--- src/rtl/arith_unit_seq.sv ---
// rtl/arith_unit_seq.sv - sequential add/sub/mul/div unit with start/done handshake
// Mul is shift-add and div is restoring division, one bit per cycle.
module arith_unit_seq #(
  parameter int WIDTH = 4
) (
  input  logic               clk,
  input  logic               rst_n,
  input  logic               start,
  input  logic [1:0]         op,
  input  logic [WIDTH-1:0]   a,
  input  logic [WIDTH-1:0]   b,
  output logic               busy,
  output logic               done,
  output logic [WIDTH-1:0]   sum,
  output logic               carry,
  output logic [2*WIDTH-1:0] product,
  output logic [WIDTH-1:0]   quotient,
  output logic [WIDTH-1:0]   remainder,
  output logic               div_by_zero
);

  localparam int CW = $clog2(WIDTH + 1);

  typedef enum logic [2:0] {S_IDLE, S_ADDSUB, S_MUL, S_DIV, S_DONE} state_t;

  state_t               state_q, state_d;
  logic [1:0]           op_q;
  logic [WIDTH-1:0]     a_q, b_q;
  logic [CW-1:0]        cnt_q;
  logic [2*WIDTH:0]     acc_q;
  logic [WIDTH:0]       rem_q;
  logic [WIDTH-1:0]     quo_q;

  logic                 accept;
  logic                 last_iter;
  logic [WIDTH:0]       addsub_res;
  logic [WIDTH:0]       mul_upper;
  logic [2*WIDTH:0]     mul_nxt;
  logic [WIDTH:0]       div_shift;
  logic                 div_ge;
  logic [WIDTH:0]       div_rem_nxt;
  logic [WIDTH-1:0]     div_quo_nxt;

  assign busy      = (state_q != S_IDLE) && (state_q != S_DONE);
  assign done      = (state_q == S_DONE);
  assign accept    = start && !busy;
  assign last_iter = (cnt_q == CW'(1));

  always_comb begin
    state_d = state_q;
    case (state_q)
      S_IDLE, S_DONE: begin
        state_d = S_IDLE;
        if (start) begin
          if (!op[1])               state_d = S_ADDSUB;
          else if (!op[0])          state_d = S_MUL;
          else if (b == '0)         state_d = S_ADDSUB;
          else                      state_d = S_DIV;
        end
      end
      S_ADDSUB:     state_d = S_DONE;
      S_MUL, S_DIV: if (last_iter) state_d = S_DONE;
      default:      state_d = S_IDLE;
    endcase
  end

  // Datapath next values; bit WIDTH of the sub result is the borrow.
  always_comb begin
    addsub_res  = op_q[0] ? ({1'b0, a_q} - {1'b0, b_q}) : ({1'b0, a_q} + {1'b0, b_q});
    mul_upper   = acc_q[2*WIDTH:WIDTH] + (acc_q[0] ? {1'b0, a_q} : '0);
    mul_nxt     = {mul_upper, acc_q[WIDTH-1:0]} >> 1;
    div_shift   = {rem_q[WIDTH-1:0], quo_q[WIDTH-1]};
    div_ge      = (div_shift >= {1'b0, b_q});
    div_rem_nxt = div_ge ? (div_shift - {1'b0, b_q}) : div_shift;
    div_quo_nxt = {quo_q[WIDTH-2:0], div_ge};
  end

  always_ff @(posedge clk or negedge rst_n) begin
    if (!rst_n) begin
      state_q <= S_IDLE;
    end else begin
      state_q <= state_d;
    end
  end

  always_ff @(posedge clk or negedge rst_n) begin
    if (!rst_n) begin
      op_q        <= '0;
      a_q         <= '0;
      b_q         <= '0;
      cnt_q       <= '0;
      acc_q       <= '0;
      rem_q       <= '0;
      quo_q       <= '0;
      sum         <= '0;
      carry       <= 1'b0;
      product     <= '0;
      quotient    <= '0;
      remainder   <= '0;
      div_by_zero <= 1'b0;
    end else begin
      case (state_q)
        S_ADDSUB: begin
          // Divide-by-zero shares the single-cycle path with add/sub.
          if (op_q == 2'b11) begin
            quotient    <= '1;
            remainder   <= a_q;
            div_by_zero <= 1'b1;
          end else begin
            sum   <= addsub_res[WIDTH-1:0];
            carry <= addsub_res[WIDTH];
          end
        end
        S_MUL: begin
          acc_q <= mul_nxt;
          cnt_q <= cnt_q - CW'(1);
          if (last_iter) product <= mul_nxt[2*WIDTH-1:0];
        end
        S_DIV: begin
          rem_q <= div_rem_nxt;
          quo_q <= div_quo_nxt;
          cnt_q <= cnt_q - CW'(1);
          if (last_iter) begin
            quotient    <= div_quo_nxt;
            remainder   <= div_rem_nxt[WIDTH-1:0];
            div_by_zero <= 1'b0;
          end
        end
        default: ;
      endcase
      if (accept) begin
        op_q  <= op;
        a_q   <= a;
        b_q   <= b;
        cnt_q <= CW'(WIDTH);
        acc_q <= {{(WIDTH+1){1'b0}}, b};
        rem_q <= '0;
        quo_q <= a;
      end
    end
  end

endmodule

--- config.mk ---
export PLATFORM = sky130hd
export DESIGN_NAME = arith_unit_seq
export DESIGN_NICKNAME = d
export VERILOG_FILES = /design/src/rtl/arith_unit_seq.sv
export SDC_FILE = /design/constraint.sdc
export NUM_CORES = 1
export LEC_CHECK = 0
export BUFFER_PORTS_ARGS = -buffer_cell sky130_fd_sc_hd__buf_4
export CORE_MARGIN = 3
export CORE_UTILIZATION = 52
export DETAILED_ROUTE_END_ITERATION = 7
export MAX_ROUTING_LAYER = met4
export PLACE_DENSITY = 0.76
export SLEW_MARGIN = 40
export SYNTH_ARGS = -nofsm -noshare
export SYNTH_HDL_FRONTEND = slang
export SYNTH_SLANG_ARGS = --single-unit
--- constraint.sdc ---
create_clock -name clk -period 2 [get_ports clk]
set_input_delay 0.1 -clock clk [delete_from_list [all_inputs] [get_ports clk]]
set_output_delay 0.1 -clock clk [all_outputs]
set_load 0.02 [all_outputs]
Yosys cells after proc, flatten, opt, wreduce, memory -nomap -nowiden
Cells that the tools add are included.
{"block": "op_classes", "addsub": 5, "order_cmp": 1, "n_eq_ne": 10, "n_mux": 26, "bitwise": 1, "reduce_logical": 15}
{"cell": "2-to-1 mux 4 bit", "count": 10}
{"cell": "2-to-1 mux 9 bit", "count": 2}
{"cell": "one-hot mux 4 bit (2 select lines)", "count": 2}
{"cell": "2-to-1 mux 3 bit", "count": 3}
{"cell": "one-hot mux 3 bit (3 select lines)", "count": 1}
{"cell": "2-to-1 mux 2 bit", "count": 4}
{"cell": "nonzero test 2 bit", "count": 4}
{"cell": "== test 3 x 1 -> 1 bit (second input constant)", "count": 2}
{"cell": "== test 3 x 2 -> 1 bit (second input constant)", "count": 2}
{"cell": "adder 4 x 4 -> 5 bit", "count": 1}
{"cell": "adder 5 x 4 -> 5 bit", "count": 1}
{"cell": "greater-or-equal comparator 5 x 4 -> 1 bit", "count": 1}
{"cell": "2-to-1 mux 5 bit", "count": 1}
{"cell": "subtractor 4 x 4 -> 5 bit", "count": 1}
{"cell": "logical NOT 4 bit", "count": 1}
{"cell": "inequality test 2 bit (second input constant)", "count": 2}
{"cell": "AND reduction 2 bit", "count": 2}
{"cell": "OR reduction 2 bit", "count": 2}
{"cell": "subtractor 4 bit", "count": 1}
{"cell": "== test 3 bit (second input constant)", "count": 1}
{"cell": "logical NOT 3 bit", "count": 1}
{"cell": "inequality test 3 bit (second input constant)", "count": 1}
{"cell": "AND reduction 3 bit", "count": 1}
{"cell": "nonzero test 3 bit", "count": 1}
{"cell": "other kinds (8)", "count": 10}
{"block": "totals", "reg_bits": 55, "in_bits": 13}

Logic depth before layout (Yosys ltp)
{"block": "depth", "word_depth": 6, "mapped_depth": 9, "depth_no_buf": 9}

Worst setup path before layout
No wires, ideal clock.
{"block": "synth_timing", "path_kind": "register -> register", "start": "register b_q[1]", "end": "register carry", "setup_time_ns": 0.126, "t_arrival_ns": 1.748, "required_time_ns": 1.874, "slack_ns": 0.126, "path_stages_with_launch": 9, "path_buffers": 0, "period_less_slack_ns": 1.874, "cell_sequence": "dfrtp_1 -> inv_1 -> ha_1 -> mux2i_1 -> fa_1 -> a21o_1 -> a21oi_1 -> xnor2_1 -> o21ai_0"}
{"block": "synth_between", "elab_chain_len": 2}
{"item": "from (decl)", "line": "28", "text": "logic [WIDTH-1:0] a_q, b_q;"}
{"item": "from (signal assigned)", "line": "90", "text": "b_q <= '0;"}
{"item": "from (signal assigned)", "line": "134", "text": "b_q <= b;"}
{"item": "adder 4 x 4 -> 5 bit or subtractor 4 x 4 -> 5 bit (tied branches)", "line": "69", "text": "addsub_res = op_q[0] ? ({1'b0, a_q} - {1'b0, b_q}) : ({1'b0, a_q} + {1'b0, b_q});"}
{"item": "2-to-1 mux 5 bit (*)", "line": "69"}
{"item": "to (signal assigned)", "line": "111", "text": "carry <= addsub_res[WIDTH];"}
{"item": "to (decl)", "line": "15", "text": "output logic carry,"}
Every way passes the cells marked *; elsewhere a longest branch is shown, timed or not.
A chain may end at the register's enable or synchronous reset.

Worst setup path in the final report
{"block": "layout_timing", "start": "register b_q[1]", "end": "register rem_q[2]"}
{"block": "layout_between", "elab_chain_len": 4}
{"item": "subtractor 4 bit or greater-or-equal comparator 5 x 4 -> 1 bit (tied branches)", "line": "74, 73"}
{"item": "2-to-1 mux 4 bit (*)", "line": "74", "text": "div_rem_nxt = div_ge ? (div_shift - {1'b0, b_q}) : div_shift;"}
{"item": "2-to-1 mux 4 bit (*)", "line": "102", "text": "case (state_q)"}
{"item": "2-to-1 mux 4 bit (*)", "line": "131", "text": "if (accept) begin"}
{"item": "to (signal assigned)", "line": "120", "text": "rem_q <= div_rem_nxt;"}
{"item": "to (decl)", "line": "31", "text": "logic [WIDTH:0] rem_q;"}
Every way passes the cells marked *; elsewhere a longest branch is shown, timed or not. The select of a mux whose other input is x is not followed.

==> flow_metrics.tcl <==
set metrics [dict create \
    run_status "complete, no violations" \
    worst_path_most_repeated_cell "buf_4" \
    setup_viol 0 \
    synth_seq_cells 54 \
    clk_latency_ns 0.30 \
    design_area_um2 3477 \
    crit_path_start_kind "flip-flop" \
    grt_pass1_wl_mm 10.41 \
    whs_path_depth 3 \
    arrival_ns 2.13 \
    p_leak_uw 0.001657 \
    io-pin-count 37 \
    drc_errors 0 \
    antenna_found_initial 0 \
    fmax_ghz 0.5161 \
    synth_cells 282 \
    io_buffers 36 \
    hp-class "in -> reg" \
    placed_cells 389 \
    post_drt_wl_per_cell_um 15.84 \
    crit_fanout 4 \
    initial_core_util 0.5474 \
    gr-usage-all-layers 0.2157 \
    drt-pass1-iter-count 4 \
    clockRootBuffer "clkbuf_8" \
    die_h_um 80.02 \
    coreArea_um2 5205 \
    synth_top_family_by_area "compound AO/OA/AOI/OAI gates" \
    r2r_cells 9 \
    crit_path_end_kind "flip-flop" \
    dp_slack_ns -0.01788 \
    diodes 0 \
    cts.sinks 54 \
    wl_mm 6.433 \
    fin_cells 406 \
    critical_path.max_stage_delay_ns 0.35 \
    synth_fa_ha_area_frac 0.08696 \
    drt_iter0_drc 158 \
    timing.final.crit_share 0.9688 \
    clock_path_buffers 2 \
    synth.net_count 313 \
    placed_area_um2 3219 \
    ir_drop_mv 1.039 \
    crit_chain "inv_1, buf_4, ha_1, a21oi_2, o21ai_2, a21boi_2, buf_4, mux2i_1, a21oi_1" \
    grt_pass1_vias 2167 \
    cp_top_family "compound AO/OA/AOI/OAI gates" \
    area_growth_pct 22.05 \
    avgSynthCellArea_um2 10.10 \
    slew_viol_final 0 \
    critPathBufInv 3 \
    ant_nets 0 \
    synth-compound-area-share 0.1625 \
    final_hold_viol_count 0 \
    synthMostInstantiatedCell "dfrtp_1" \
    ys_seq_area_frac 0.4743 \
    die_x_um 80.02 \
    setup_tns_ns 0 \
    nets 366 \
    hp-start "b[1]" \
    hpwl_mm 4.565 \
    place.gp.congestion 0.8307 \
    viasPerCell 5.411 \
    synthSimpleGateAreaFrac 0.1484 \
    setup_ws_ns 0.06230 \
    synth_ff_type "dfrtp_1" \
    worstSetupPathType "reg -> reg" \
    synthArstFlopShare 1.000 \
    yosysWarnings 0 \
    syn_area_um2 2849 \
    clk_pin_slew_ns 0.10 \
    netlist.area_leader.share 0.4743 \
    grt_overflow_total 0 \
    grt_max_degree 55 \
    worst_pin_slew_ns 0.6685 \
    yosys.area.top_type "dfrtp_1" \
    synth_cell_type_count 44 \
    synth-edff-count 0 \
    period_minus_slack_ns 1.938 \
    synthTopCellsByArea "dfrtp_1, ha_1, nand2_1" \
    timing.critical_path.slowest_stage_cell "dfrtp_1" \
    cts_tree "yes" \
    dieArea_um2 6403 \
    relSlewSlack 0.5543 \
    cts_made_buffers 5 \
    drive_above_1_share 0.2530 \
    cp.required_ns 2.19 \
    r2r-end "rem_q[2]" \
    synth-xor-area-share 0.02767 \
    p_total_uw 6646 \
    cts_max_level 2 \
    rows 26 \
    vias 2197 \
    synth_mux_area_frac 0.05578 \
    cap_violations 0 \
    synth_common_cells "dfrtp_1, nand2_1, o21ai_0" \
    min_to "b_q[1]" \
    r2r-start "b_q[1]" \
    power_density_nw_per_um2 1911 \
    finalClockSkew_ns 0.007524 \
    r2r_slack_ns 0.06 \
]
[power by group]
group | internal, uW | total, uW | switching, uW | leakage (uW)
clock | 350 | 701 | 351 | 0.0000575
sequential | 1560 | 1980 | 416 | 0.000668
combinational | 1880 | 3970 | 2080 | 0.000932
[logic make-up (layout without fill, tap and decap cells)]
logic type | Yosys count | after routing
mux | 13 | 13
flops | 54 | 54
fa+ha+maj | 18 | 18
buf+inv | 26 | 80
xor+xnor | 9 | 9
simple gates | 89 | 89
compound gates | 73 | 73
[worst max path at each step]
| stage | from | endpoint | slack (ns) | cells after the start |
|---|---|---|---|---|
| floorplan | b_q[1] | carry | 0.13 | 8 |
| finish | b_q[1] | rem_q[2] | 0.06 | 9 |
| detailed placement | b_q[0] | sum[3] | -0.02 | 8 |
| CTS | b_q[2] | rem_q[1] | 0.008 | 7 |
| global placement | b_q[0] | sum[3] | 0.06 | 8 |
| global route | b_q[1] | rem_q[2] | -0.05 | 9 |
[per-stage QoR]
step,util,hold WS [ns]
2_1_floorplan,-,-0.1956
3_3_place_gp,0.6185,0.1836
3_5_place_dp,0.6185,0.1845
4_1_cts,0.6531,0.01961
5_1_grt,0.6680,0.02085
6_report,0.6680,0.02145
[sequential cells by signal, indices dropped and copies added, names as in the netlist]
name         count
quotient         4
b_q              4
op_q             2
remainder        4
cnt_q            3
a_q              4
rem_q            4
sum              4
div_by_zero      1
quo_q            4
acc_q            8
state_q          3
product          8
carry            1
[cell type report]
cell class / instances / area, um2
Inverter: 17 / 63.81
Timing Repair Buffer: 55 / 427.9
Sequential cell: 54 / 1351
Multi-Input combinational cell: 202 / 1436
Fill cell: 436 / 1728
Tap cell: 70 / 87.58
Clock buffer: 8 / 110.1
[worst register-to-register path, cell delays in order (launching register included)]
cell      delay [ns]
dfrtp_1         0.35
inv_1           0.06
buf_4           0.14
ha_1            0.23
a21oi_2         0.19
o21ai_2         0.09
a21boi_2        0.23
buf_4           0.16
mux2i_1         0.26
a21oi_1         0.11
[per-layer routing]
| metal | vias up | global-route usage | part of all wire |
|---|---|---|---|
| li1 | 1076 | - | - |
| met1 | 1071 | 0.2938 | 0.46 |
| met2 | 42 | 0.3386 | 0.50 |
| met3 | 8 | 0.03837 | 0.032 |
| met4 | 0 | 0.05068 | 0.013 |
| met5 | - | - | 0 |
[layout by cell type (no fill, tap or decap), types with 4 or more instances in the layout]
cell type and count:
nor2b_1 4, a21oi_1 8, o21ai_0 26, a31oi_1 6, ha_1 12, and2_1 6
nand2_1 47, a22oi_1 9, mux2_4 5, dfrtp_1 54, dlygate4sd3_1 6, mux2i_1 4
inv_1 15, buf_4 49, o31ai_1 4, clkbuf_8 8, nor2_1 16, xnor2_1 7
[timing repair]
| action | CTS | global route |
|---|---|---|
| setup endpoints to repair | 2 | 10 |
| pin swaps | 1 | 3 |
| resized for setup | 3 | 12 |
| setup buffers | 0 | 3 |
| hold buffers | 6 | 0 |
| hold endpoints to repair | 59 | 0 |
No activity file was read; power rests on OpenSTA's default activity.
